<file path="src/rtl/cpu_pkg.sv">
// Shared CPU-wide widths, reset vector and the fetch-stage state encoding.
package cpu_pkg;

    localparam int unsigned ADDR_W  = 16;
    localparam int unsigned INSTR_W = 32;
    localparam logic [ADDR_W-1:0] RESET_PC = 16'h0000;

    typedef enum logic [1:0] {
        StBoot,
        StRun,
        StStall,
        StRedirect
    } fetch_state_t;

endpackage

</file>
<file path="src/rtl/PCadder.sv">
// Sequential next-PC incrementer; wraps naturally at the top of the address space.
module PCadder #(
    parameter int unsigned ADDR_W = 16
) (
    input  logic [ADDR_W-1:0] address,
    output logic [ADDR_W-1:0] PC
);

    assign PC = address + ADDR_W'(1);

endmodule

</file>
<file path="src/rtl/fetch_stage.sv">
// Instruction fetch stage: drives a synchronous imem, handles decode back-pressure and
// taken-branch redirects with a single bubble.
module fetch_stage
    import cpu_pkg::*;
#(
    parameter int unsigned         ADDR_W   = cpu_pkg::ADDR_W,
    parameter int unsigned         INSTR_W  = cpu_pkg::INSTR_W,
    parameter logic [ADDR_W-1:0]   RESET_PC = cpu_pkg::RESET_PC
) (
    input  logic               clk,
    input  logic               rst_n,
    input  logic               stall,
    input  logic               branch_taken,
    input  logic [ADDR_W-1:0]  branch_target,
    output logic [ADDR_W-1:0]  imem_addr,
    output logic               imem_en,
    input  logic [INSTR_W-1:0] imem_rdata,
    output logic               if_valid,
    output logic [ADDR_W-1:0]  if_pc,
    output logic [INSTR_W-1:0] if_instr
);

    fetch_state_t      state_q, state_d;
    logic [ADDR_W-1:0] pc_q, pc_d;
    logic [ADDR_W-1:0] if_pc_q, if_pc_d;
    logic              if_valid_q, if_valid_d;
    logic [ADDR_W-1:0] pc_plus;
    logic              fetch_en;

    PCadder #(
        .ADDR_W (ADDR_W)
    ) u_pc_adder (
        .address (pc_q),
        .PC      (pc_plus)
    );

    always_comb begin
        state_d    = state_q;
        pc_d       = pc_q;
        if_pc_d    = if_pc_q;
        if_valid_d = if_valid_q;
        fetch_en   = 1'b0;
        case (state_q)
            StBoot: begin
                fetch_en   = 1'b1;
                pc_d       = pc_plus;
                if_pc_d    = pc_q;
                if_valid_d = 1'b1;
                state_d    = StRun;
            end
            default: begin
                // Run, Stall and Redirect share one rule set; a branch beats a stall.
                if (branch_taken) begin
                    fetch_en   = 1'b1;
                    pc_d       = branch_target;
                    if_valid_d = 1'b0;
                    state_d    = StRedirect;
                end else if (stall) begin
                    state_d = StStall;
                end else begin
                    fetch_en   = 1'b1;
                    pc_d       = pc_plus;
                    if_pc_d    = pc_q;
                    if_valid_d = 1'b1;
                    state_d    = StRun;
                end
            end
        endcase
    end

    always_ff @(posedge clk or negedge rst_n) begin
        if (!rst_n) begin
            state_q    <= StBoot;
            pc_q       <= RESET_PC;
            if_pc_q    <= '0;
            if_valid_q <= 1'b0;
        end else begin
            state_q    <= state_d;
            pc_q       <= pc_d;
            if_pc_q    <= if_pc_d;
            if_valid_q <= if_valid_d;
        end
    end

    // Memory keeps its last word while disabled, so if_instr stays aligned with if_pc.
    assign imem_en   = fetch_en & rst_n;
    assign imem_addr = pc_q;
    assign if_pc     = if_pc_q;
    assign if_valid  = if_valid_q;
    assign if_instr  = imem_rdata;

endmodule
</file>
<file path="config.mk">
export PLATFORM = sky130hd
export DESIGN_NAME = fetch_stage
export DESIGN_NICKNAME = d
export VERILOG_FILES = /design/src/rtl/cpu_pkg.sv /design/src/rtl/PCadder.sv /design/src/rtl/fetch_stage.sv
export SDC_FILE = /design/constraint.sdc
export NUM_CORES = 1
export LEC_CHECK = 0
export ABC_AREA = 1
export BUFFER_PORTS_ARGS = -buffer_cell sky130_fd_sc_hd__buf_4
export CORE_AREA = 8 8 93 95
export CTS_CLUSTER_SIZE = 30
export DETAILED_ROUTE_END_ITERATION = 6
export DIE_AREA = 0 0 101 103
export PLACE_DENSITY = 0.62
export RECOVER_POWER = 50
export SLEW_MARGIN = 20
export SYNTH_ARGS = -nofsm -noshare
export SYNTH_HDL_FRONTEND = slang
export SYNTH_SLANG_ARGS = --single-unit
</file>
<file path="constraint.sdc">
create_clock -name clk -period 1.6 [get_ports clk]
set_input_delay 0.32 -clock clk [delete_from_list [all_inputs] [get_ports clk]]
set_output_delay 0.32 -clock clk [all_outputs]
set_load 0.02 [all_outputs]
</file>
==> key figures, run 1 <==
Timing
  • Clock period minus final worst setup slack: approximately 1500 ps
  • Final clock skew: a little over 9 ps
  • Worst-margin pin slew: around 900 ps
  • Headroom to the max-slew limit: 39.85%
  • Final-report setup violation count: 0
  • Hold slack final: approximately 270 ps
  • PnR worst setup slack: approximately 60 ps
  • Achievable Freq: 0.6486 GHz
  • Part of the cycle the worst path needs: 96.36%
  • Final Hold Violating Endpoints: 0
  • Slew Viols, Final: 0

Synth
  • Predominant post-synthesis flop cell: dfrtp_1
  • Count of warnings emitted by yosys: 0
  • Mean instance size in the synthesized netlist: approximately 7.6 um^2
  • Instance count of the mapped netlist: between 200 and 300
  • Post-synthesis net count: between 300 and 400
  • Synthesis-stage register bit count: 35
  • Cell area after synthesis: between 0.002 and 0.0025 mm^2
  • Post-synth EDFFs: 0
  • Sequential element share of the synthesized area: 41.79%
  • Async set-reset flop share out of synthesis: between 90% and 100%
  • Synth cell types: 33

Detailed routing
  • Remaining DRCs: 0
  • Number of optimization iterations in the first detailed-route pass: 4
  • Routed Wire Length: approximately 5600 um
  • Drt via density: between 4 and 5
  • Antenna violation net count after detailed routing: 0
  • Routed len/inst: about 14 um
  • Via Count: between 1500 and 2000
  • First-iteration detailed-routing DRC count: ~120

Floorplan
  • IO Count: 118
  • Standard-cell row count: 31
  • Horizontal die dimension: 101 um
  • Area of the core: 0.007137 mm^2
  • Starting utilization of the core area: between 20% and 30%
  • Vertical die dimension: 103 um
  • Area of the die: roughly 0.010 mm^2

Placement
  • Placed wire-length estimate: 4300 um
  • DP Cell Count: a little under 400
  • Port buffer count: between 50 and 60
  • Final weighted congestion in routability-driven placement: approximately 0.82
  • Placement-stage worst setup slack: 136.1 ps
  • Instance area after placement: 0.002410 mm^2

Global routing
  • Via count of the first global-routing pass: around 1800
  • Global-route congestion overflow total: 0
  • Gr usage total: between 10 and 15%
  • Maximum number of pins on one net before global-route repair: 36
  • Number of antenna violations at the first check in global routing: 0
  • Global-route wire length before repair: just over 9000 um

Setup path
  • WP data arrival: between 1000 and 1500 ps
  • Slowest cell on the critical path: dfrtp_1
  • Largest fanout on the critical path: 3
  • Nature of the critical path endpoint: primary output
  • Max incr delay on CP: 390 ps
  • Critical Path, Cell by Cell: inv_1 -> nand2_2 -> nand2_2 -> clkinv_2 -> nor2_4 -> buf_6
  • Kind of critical path: reg2out
  • Cell occurring most often along the worst timing path: nand2_2
  • Required time at the worst-slack endpoint: about 1300 ps
  • Setup crit start kind: register

Cells and area
  • Final core utilization: roughly a third
  • Inserted Diodes: 0
  • Filler Cells Inserted: just under 800
  • Layout net count: about 360
  • Final non-filler cell total: ~400
  • Finished layout cell area: roughly 0.0025 mm^2
  • Fraction of final layout cells sized beyond drive strength 1: 27.54%
  • Area Overhead vs Synth: 19.28%

Worst hold path
  • Path class of the lowest-slack min-delay path: in2async

Outcome
  • Result of the run: complete, no violations

CTS
  • H-Tree Level Count: 2
  • Clk pin slew, worst setup/hold paths: around 70 ps
  • Number of buffers created by CTS: 5
  • Clk sinks: 35
  • Hold buffer count at cts: 0
  • Buffer levels on the longest clock path: 2
  • Setup Fix Bufs, Post-CTS: 0
  • Clock Tree Root: clkbuf_8
  • Worst-skew pair later-pin latency: just under 300 ps
  • Clock tree from TritonCTS: yes

Power and ir drop
  • Max VDD drop: approximately 0.29 mV
  • Cell Pwr Density: 1087 mW/mm^2
  • Leakage dissipation: approximately 1.3 nW

Flow run
  • Max-cap viol count: 0
## state kept, by name, indices dropped and copies added (netlist names)
name       count
if_valid       1
state_q        2
imem_addr     16
if_pc         16
## layer usage
| metal | global-route usage [%] | vias up | part of all wire, % |
|---|---|---|---|
| met2 | 18.08 | 58 | 46 |
| li1 | - | 896 | - |
| met1 | 13.32 | 814 | 44 |
| met5 | 0 | - | 0 |
| met3 | 4.254 | 12 | 7.9 |
| met4 | 4.009 | 0 | 1.7 |
## power by group
part           internal, mW  leakage [nW]  switching (mW)
clock network         0.305        0.0422           0.314
registers              1.03         0.407           0.145
logic                 0.370         0.820           0.553
total                  1.70          1.27            1.01
## critical path: cells and delay by family (launching register included)
| kind | cells | cell delay (ps) |
|---|---|---|
| buffers and inverters | 3 | 270 |
| flip-flops | 1 | 390 |
| AND/OR/NAND/NOR | 3 | 270 |
## cell families (layout without fill, tap and decap cells)
logic type	Yosys count	count (layout)	synth area share [%]
AOI/OAI and AO/OA	37	37	9.792
xor gates and xnor gates	1	1	0.4180
adders and majority gates	1	1	0.5969
buffers and inverters	60	91	17.31
DFF	35	35	41.79
and+or+nand+nor	140	140	30.09
## final timing paths
kind                             startpoint           end  slack, ps  cells after the start
max                              state_q[1]       imem_en         60                      6
min                                   rst_n    state_q[1]        270                      2
max reg2reg                    imem_addr[1]  imem_addr[8]        150                      6
min reg2reg                        if_pc[8]      if_pc[8]        470                      2
max in group asynchronous             rst_n  imem_addr[5]        740                      2
min in group clk           branch_target[0]  imem_addr[0]        290                      3
## final cells by class
type                       count  area, um^2  area share (%)
clock buffer                   7       76.32           3.053
clock inverter                 1       5.005          0.2002
inverter                      22       83.83           3.353
multi-input combinational    179       867.1           34.68
sequential                    35       875.8           35.04
tap                           99       123.9           4.955
timing repair buffer          61       467.9           18.72
## repair_timing
item / CTS / global route
endpoints found under the setup margin: 1 / 1
resized for setup: 4 / 1
pin swaps: 1 / 1
hold endpoints to repair: 0 / 0
## cell usage after synthesis, types with 3 or more instances
master	n	area [um^2]
nand2_1	81	304.0
dfrtp_1	35	875.8
buf_4	34	255.2
nor2_1	27	101.4
inv_1	19	71.32
o21ai_0	19	95.09
nand3_1	13	65.06
a21oi_1	6	30.03
nand4_1	5	31.28
o21ai_1	4	20.02
nor2_4	3	33.78
## through the flow
stage          setup TNS (ps)  power, mW
2_1_floorplan               0      1.811
3_3_place_gp                0      2.118
3_5_place_dp                0      2.130
4_1_cts                     0      2.763
5_1_grt                -15.22      2.906
6_report                    0      2.717
## layout by cell type, fill, tap and decap left out
cell type	netlist	routed
buf_12	0	1
or2_2	2	2
a22oi_1	1	1
nor2_1	27	26
nand2_4	2	2
clkbuf_1	1	3
o21bai_1	1	1
clkbuf_2	0	1
a21oi_1	6	6
nand3_1	13	13
ha_1	1	1
clkbuf_8	0	5
o22ai_1	1	1
nor2_8	1	1
clkinv_2	0	2
o21ai_1	4	4
nand2_2	2	3
nand3_2	1	1
o21ai_2	1	1
inv_1	19	19
inv_2	2	2
xnor2_1	1	1
nor2_4	3	4
buf_6	1	1
o21ai_0	19	19
nand4_1	5	5
nor2_2	1	1
buf_4	34	57
o21a_1	1	1
or2_0	1	1
nand2_1	81	80
a21boi_1	1	1
dfrtp_1	35	35
nor3_1	1	1
a211oi_1	2	2
(Power assumes the default switching activity.)
==> run 2, diff against run 1 <==
--- a/config.mk
+++ b/config.mk
@@ -5,13 +5,12 @@
 export SDC_FILE = /design/constraint.sdc
 export NUM_CORES = 1
 export LEC_CHECK = 0
-export ABC_AREA = 1
 export BUFFER_PORTS_ARGS = -buffer_cell sky130_fd_sc_hd__buf_4
-export CORE_AREA = 8 8 93 95
+export CORE_AREA = 8 8 90 92
 export CTS_CLUSTER_SIZE = 30
 export DETAILED_ROUTE_END_ITERATION = 6
-export DIE_AREA = 0 0 101 103
-export PLACE_DENSITY = 0.62
+export DIE_AREA = 0 0 98 100
+export PLACE_DENSITY = 0.63
 export RECOVER_POWER = 50
 export SLEW_MARGIN = 20
 export SYNTH_ARGS = -nofsm -noshare
==> key figures, run 2 <==
Detailed routing
  • Antenna violation net count after detailed routing: 0
  • Drt via density: just over 5
  • Number of optimization iterations in the first detailed-route pass: 4
  • Remaining DRCs: 0
  • Routed Wire Length: between 6000 and 7000 um
  • Via Count: approximately 1800
  • Routed len/inst: about 17 um
  • First-iteration detailed-routing DRC count: ~170

Synth
  • Synthesis-stage register bit count: 35
  • Mux cell area share after synthesis: less than 1%
  • Combinational family with the most area after synthesis: simple AND/OR/NAND/NOR gates
  • Cell area after synthesis: between 0.0015 and 0.002 mm^2
  • Async set-reset flop share out of synthesis: 100.0%
  • Xor and xnor area share after synthesis: 0%
  • Top area cells in the synthesized netlist: dfrtp_1 (45%), buf_4 (12%), nand2_1 (9.8%)
  • Sequential element share of the synthesized area: 44.64%
  • Post-synthesis net count: 279
  • Mean instance size in the synthesized netlist: a little under 9 um^2
  • Count of warnings emitted by yosys: 0
  • Cell taking the most area after synthesis: dfrtp_1
  • Compound-Gate Fraction of Synth Area: between 10% and 20%
  • Instance count of the mapped netlist: roughly 230
  • Predominant post-synthesis flop cell: dfrtp_1
  • Most frequently used cell type in the post-synthesis netlist: nand2_1
  • Post-synth EDFFs: 0
  • Top cell type's share of synthesized area: 44.64%
  • Synth cell types: a little over 40
  • Commonest cells post-synth: nand2_1 (51), dfrtp_1 (35), buf_4 (32), nor2_1 (17), a21oi_1 (10)
  • Fraction of the mapped netlist area in simple logic gates: 22.26%
  • Adder-Cell Fraction of Synth Area: less than 1%

CTS
  • H-Tree Level Count: 2
  • Clk sinks: 35
  • Worst-skew pair later-pin latency: 290 ps
  • Buffer levels on the longest clock path: 2
  • Clock tree from TritonCTS: yes
  • Clk pin slew, worst setup/hold paths: about 70 ps
  • Clock Tree Root: clkbuf_8
  • Number of buffers created by CTS: 5

Cells and area
  • Filler Cells Inserted: a little under 700
  • Area Overhead vs Synth: 31.76%
  • Commonest non-fill, non-tap cells in the layout: buf_4 (83), nand2_1 (51), dfrtp_1 (26)
  • Layout net count: between 300 and 400
  • Most frequent standard cell in the layout excluding fill and tap cells: buf_4
  • Multi-input gate area: between 800 and 900 um^2
  • Finished layout cell area: ~0.0026 mm^2
  • Final core utilization: roughly two fifths
  • Fraction of final layout cells sized beyond drive strength 1: 41.28%
  • Inserted Diodes: 0
  • Sequential cell area: about 890 um^2

Timing
  • Achievable Freq: 0.6495 GHz
  • Unrepaired setup endpoints after global routing: yes
  • Final clock skew: between 6 and 7 ps
  • Part of the cycle the worst path needs: about 96%
  • Final Hold Violating Endpoints: 0
  • Headroom to the max-slew limit: between 30% and 40%
  • Slew Viols, Final: 0
  • Final-report setup violation count: 0
  • Worst-margin pin slew: just over 900 ps
  • Post-Route Setup TNS: 0 ps
  • Clock period minus final worst setup slack: around 1500 ps

Power and ir drop
  • Cell Pwr Density: around 1100 mW/mm^2
  • Power, Total: roughly 2.8 mW
  • Leakage dissipation: ~1.2 nW
  • Max VDD drop: approximately 0.46 mV
  • Combinational share of power: a little over a third
  • Power dissipated by switching net loads: roughly 990 uW
  • Fraction of power consumed by sequential logic: roughly 42%
  • Share of total power in the clock network: a little under a quarter
  • Switching share of power: 35.77%
  • Internal power: ~1.8 mW

Setup path
  • Endpoint of the most critical register-to-register path: imem_addr[11]
  • WP data arrival: around 1800 ps
  • Critical Path, Cell by Cell: buf_6 -> nand3_4 -> or3_4 -> or4_1 -> a31oi_1
  • Largest fanout on the critical path: 4
  • Nature of the critical path endpoint: register
  • Register-to-register path setup slack: slightly above 60 ps
  • Origin of the critical flop-to-flop path: imem_addr[0]
  • Required time at the worst-slack endpoint: about 1800 ps
  • Worst R2R Path Depth: 5
  • Slowest cell on the critical path: dfrtp_2
  • Setup crit start kind: register
  • Max incr delay on CP: approximately 430 ps
  • Kind of critical path: reg2reg

Outcome
  • Result of the run: complete, no violations

Global routing
  • Number of antenna violations at the first check in global routing: 0
  • Global-route congestion overflow total: 0
  • Global-route wire length before repair: between 9000 and 10000 um
  • Gr usage total: between 10% and 20%
  • Maximum number of pins on one net before global-route repair: 36
  • Via count of the first global-routing pass: 1903

Placement
  • Port buffer count: 53
  • Final weighted congestion in routability-driven placement: slightly below 0.9
  • Placed wire-length estimate: roughly 4700 um
  • Instance area after placement: 0.002405 mm^2

Floorplan
  • Area of the die: between 0.009 and 0.01 mm^2
  • Starting utilization of the core area: between 20% and 30%
  • Horizontal die dimension: 98 um
  • Vertical die dimension: about 100 um
  • Standard-cell row count: 30
  • IO Count: around 120
  • Area of the core: approximately 0.0066 mm^2

Worst hold path
  • Path class of the lowest-slack min-delay path: in2async

Flow run
  • Max-cap viol count: 0
-- run 2: power by group through the flow --
stage | combinational, mW | clock [mW] | sequential [mW]
CTS | 0.968 | 0.644 | 1.14
floorplan | 0.375 | 0 | 1.35
global route | 1.07 | 0.685 | 1.16
global placement | 0.934 | 0 | 1.16
detailed placement | 0.938 | 0 | 1.17
finish | 0.983 | 0.630 | 1.14
-- run 2: metrics by stage --
step / instances / hold WS (ps) / setup WS [ps]
3_5_place_dp: 347 / 420.0 / -7.846
6_report: 361 / 259.0 / 60.34
3_3_place_gp: 347 / 419.0 / 75.29
4_1_cts: 359 / 107.2 / 18.37
5_1_grt: 361 / 273.7 / -32.82
2_1_floorplan: 226 / 24.41 / 6.949
-- run 2: worst max path at each step --
stage          slack [ps]         start  depth (start not counted)             to
3_3_place_gp           80  imem_addr[1]                          5  imem_addr[12]
6_report               60  imem_addr[0]                          5  imem_addr[11]
4_1_cts                20    state_q[1]                          5        imem_en
3_5_place_dp           -8  imem_addr[1]                          5  imem_addr[12]
5_1_grt               -30    state_q[1]                          5   imem_addr[9]
2_1_floorplan           7  imem_addr[3]                          4  imem_addr[11]
-- run 2: logic make-up (layout without fill, tap and decap cells) --
kind of cell,Yosys count,in the layout
multiplexers,1,1
AO/OA/AOI/OAI,48,48
adder cells (fa/ha/maj),1,1
buffers and inverters,46,101
flip-flops,35,35
AND/OR/NAND/NOR,95,95
-- run 2: worst max-delay path, delay by kind of cell, from the launching register on --
family,cells,cell delay [ps]
buf+inv,1,120
flops,1,430
compound gates,1,130
simple gates,3,790
-- run 2: what timing repair did --
| item | in CTS | in global routing |
|---|---|---|
| buffers inserted | 4 | 2 |
| setup endpoints to repair | 2 | 5 |
| endpoints found under the hold margin | 0 | 0 |
| pin swaps | 1 | 6 |
| cloned | 0 | 0 |
| resized for setup | 3 | 11 |
| hold buffers | 0 | 0 |
-- run 2: layout make-up --
type                    instances  share of cell area (%)
repair buffers                 86                   25.17
flip-flops and latches         35                   34.32
clock inverters                 1                  0.1936
inverters                       7                   1.016
multi-input cells             145                   32.48
clock buffers                   7                   2.953
well taps                      80                   3.872
-- run 2: routing by layer --
layer | vias to the layer above | part of all wire [%] | GRT usage, %
met5 | - | 0 | 0
li1 | 870 | - | -
met2 | 80 | 48 | 21.65
met3 | 20 | 8.1 | 3.945
met4 | 0 | 1.9 | 4.317
met1 | 868 | 42 | 14.75
==> run 3, diff against run 2 <==
--- a/config.mk
+++ b/config.mk
@@ -10,8 +10,8 @@
 export CTS_CLUSTER_SIZE = 30
 export DETAILED_ROUTE_END_ITERATION = 6
 export DIE_AREA = 0 0 98 100
+export GPL_TIMING_DRIVEN = 0
 export PLACE_DENSITY = 0.63
-export RECOVER_POWER = 50
 export SLEW_MARGIN = 20
 export SYNTH_ARGS = -nofsm -noshare
 export SYNTH_HDL_FRONTEND = slang
==> key figures, run 3 (synthesis results as in run 2) <==
Detailed routing
  • Via Count: about 2100
  • Routed len/inst: 16.93 um
  • Number of optimization iterations in the first detailed-route pass: 4
  • Antenna violation net count after detailed routing: 0
  • Routed Wire Length: 7160 um
  • Remaining DRCs: 0
  • Drt via density: about 5.0
  • First-iteration detailed-routing DRC count: ~110

Setup path
  • Worst R2R Path Depth: 5
  • WP data arrival: approximately 1300 ps
  • Largest fanout on the critical path: 4
  • Endpoint of the most critical register-to-register path: imem_addr[4]
  • Origin of the critical flop-to-flop path: state_q[1]
  • Kind of critical path: reg2out
  • Nature of the critical path endpoint: primary output
  • Register-to-register path setup slack: around 30 ps
  • Setup crit start kind: register
  • Required time at the worst-slack endpoint: 1280 ps

Power and ir drop
  • Share of total power in the clock network: roughly a quarter
  • Switching share of power: a little over a third
  • Max VDD drop: roughly 0.38 mV
  • Fraction of power consumed by sequential logic: between 30% and 40%
  • Power dissipated by switching net loads: 1.095 mW
  • Internal power: between 2 and 2.5 mW
  • Cell Pwr Density: 997.6 mW/mm^2
  • Combinational share of power: approximately 37%
  • Leakage dissipation: 1.534 nW

Placement
  • Final weighted congestion in routability-driven placement: 0.8734
  • Port buffer count: between 80 and 90
  • Placed wire-length estimate: 5107 um

CTS
  • Number of buffers created by CTS: 5
  • Clk pin slew, worst setup/hold paths: 80 ps
  • Clock Tree Root: clkbuf_8
  • H-Tree Level Count: 2
  • Buffer levels on the longest clock path: 2
  • Worst-skew pair later-pin latency: a little under 300 ps
  • Clock tree from TritonCTS: yes
  • Clk sinks: 35

Timing
  • Achievable Freq: approximately 0.62 GHz
  • Final-report setup violation count: 1
  • Part of the cycle the worst path needs: 100.1%
  • PnR worst setup slack: -2.356 ps
  • Slew Viols, Final: 0
  • Headroom to the max-slew limit: between 60% and 70%
  • Clock period minus final worst setup slack: ~1600 ps
  • Unrepaired setup endpoints after global routing: yes
  • Final Hold Violating Endpoints: 0
  • Hold slack final: roughly 66 ps
  • Worst-margin pin slew: approximately 470 ps
  • Final clock skew: 8.899 ps

Floorplan
  • Horizontal die dimension: roughly 100 um
  • Area of the core: around 0.0066 mm^2
  • Starting utilization of the core area: 29.53%
  • IO Count: 118
  • Standard-cell row count: 30
  • Area of the die: approximately 0.0098 mm^2
  • Vertical die dimension: around 100 um

Worst hold path
  • Path class of the lowest-slack min-delay path: in2async

Cells and area
  • Layout net count: roughly 400
  • Inserted Diodes: 0
  • Most frequent standard cell in the layout excluding fill and tap cells: buf_4
  • Area Overhead vs Synth: 59.06%
  • Commonest non-fill, non-tap cells in the layout: buf_4 (137), nand2_1 (51), dfrtp_1 (24)
  • Fraction of final layout cells sized beyond drive strength 1: between 50% and 60%
  • Final core utilization: a little under half

Global routing
  • Gr usage total: between 10% and 20%
  • Number of antenna violations at the first check in global routing: 0
  • Maximum number of pins on one net before global-route repair: 28
  • Via count of the first global-routing pass: 2261
  • Global-route congestion overflow total: 0
  • Global-route wire length before repair: 11030 um

Outcome
  • Violations in the final reports: negative setup slack
  • Result of the run: finished with violations

Flow run
  • Max-cap viol count: 0
==> run 3: routing by layer <==
| layer | part of all wire (%) | track usage [%] | wire [um] |
|---|---|---|---|
| met4 | 0.74 | 3.717 | 53 |
| met3 | 7.7 | 5.190 | 551 |
| met2 | 51 | 24.55 | 3659 |
| met5 | 0 | 0 | 0 |
| met1 | 40 | 15.76 | 2894 |
==> run 3: power groups by stage <==
stage               logic [mW]  clock network, mW  registers (mW)
floorplan                0.375                  0            1.35
global placement         0.975                  0            1.20
detailed placement       0.981                  0            1.21
CTS                       1.11              0.820            1.16
global route              1.23              0.863            1.19
finish                    1.14              0.811            1.17
==> run 3: repair_timing <==
| item | CTS | global route |
|---|---|---|
| hold buffers | 3 | 0 |
| setup endpoints to repair | 33 | 28 |
| pin swaps | 4 | 7 |
| setup buffers | 16 | 6 |
| endpoints found under the hold margin | 27 | 0 |
| gates resized for setup | 16 | 16 |
==> run 3: worst max-delay path by stage <==
stage / startpoint / end / slack [ps] / cells past startpoint
final: state_q[1] / imem_en / -2 / 5
after global routing: state_q[1] / imem_en / -50 / 5
after CTS: state_q[0] / imem_en / -10 / 5
after detailed placement: stall / imem_en / -540 / 6
after global placement: stall / imem_en / -550 / 6
after floorplan: imem_addr[3] / imem_addr[11] / 7 / 4
==> run 3: area by class of cell <==
type | count | area [um^2]
tap | 80 | 100.1
inverter | 7 | 28.78
clock inverter | 3 | 43.79
timing repair buffer | 109 | 849.6
clock buffer | 5 | 68.82
fill | 651 | 3523
multi-input combinational | 145 | 862.1
buffer | 39 | 277.8
sequential | 35 | 889.6
==> run 3: critical path, stage by stage (launching register included) <==
cell,delay (ps)
dfrtp_2,450
o21ai_4,190
nor2_4,60
inv_4,60
and2_4,130
buf_6,110
==> run 3: per-stage QoR <==
step | instance area (um^2) | power, mW | setup WS, ps | setup TNS (ps) | instances
final | 3120 | 3.113 | -2.356 | -2.356 | 423
after global routing | 3120 | 3.287 | -51.81 | -216.2 | 423
after CTS | 3034 | 3.091 | -11.62 | -11.62 | 417
after detailed placement | 2704 | 2.187 | -536.2 | -7216 | 390
after global placement | 2704 | 2.174 | -550.6 | -7072 | 390
after floorplan | 1973 | 1.722 | 6.949 | 0 | 226
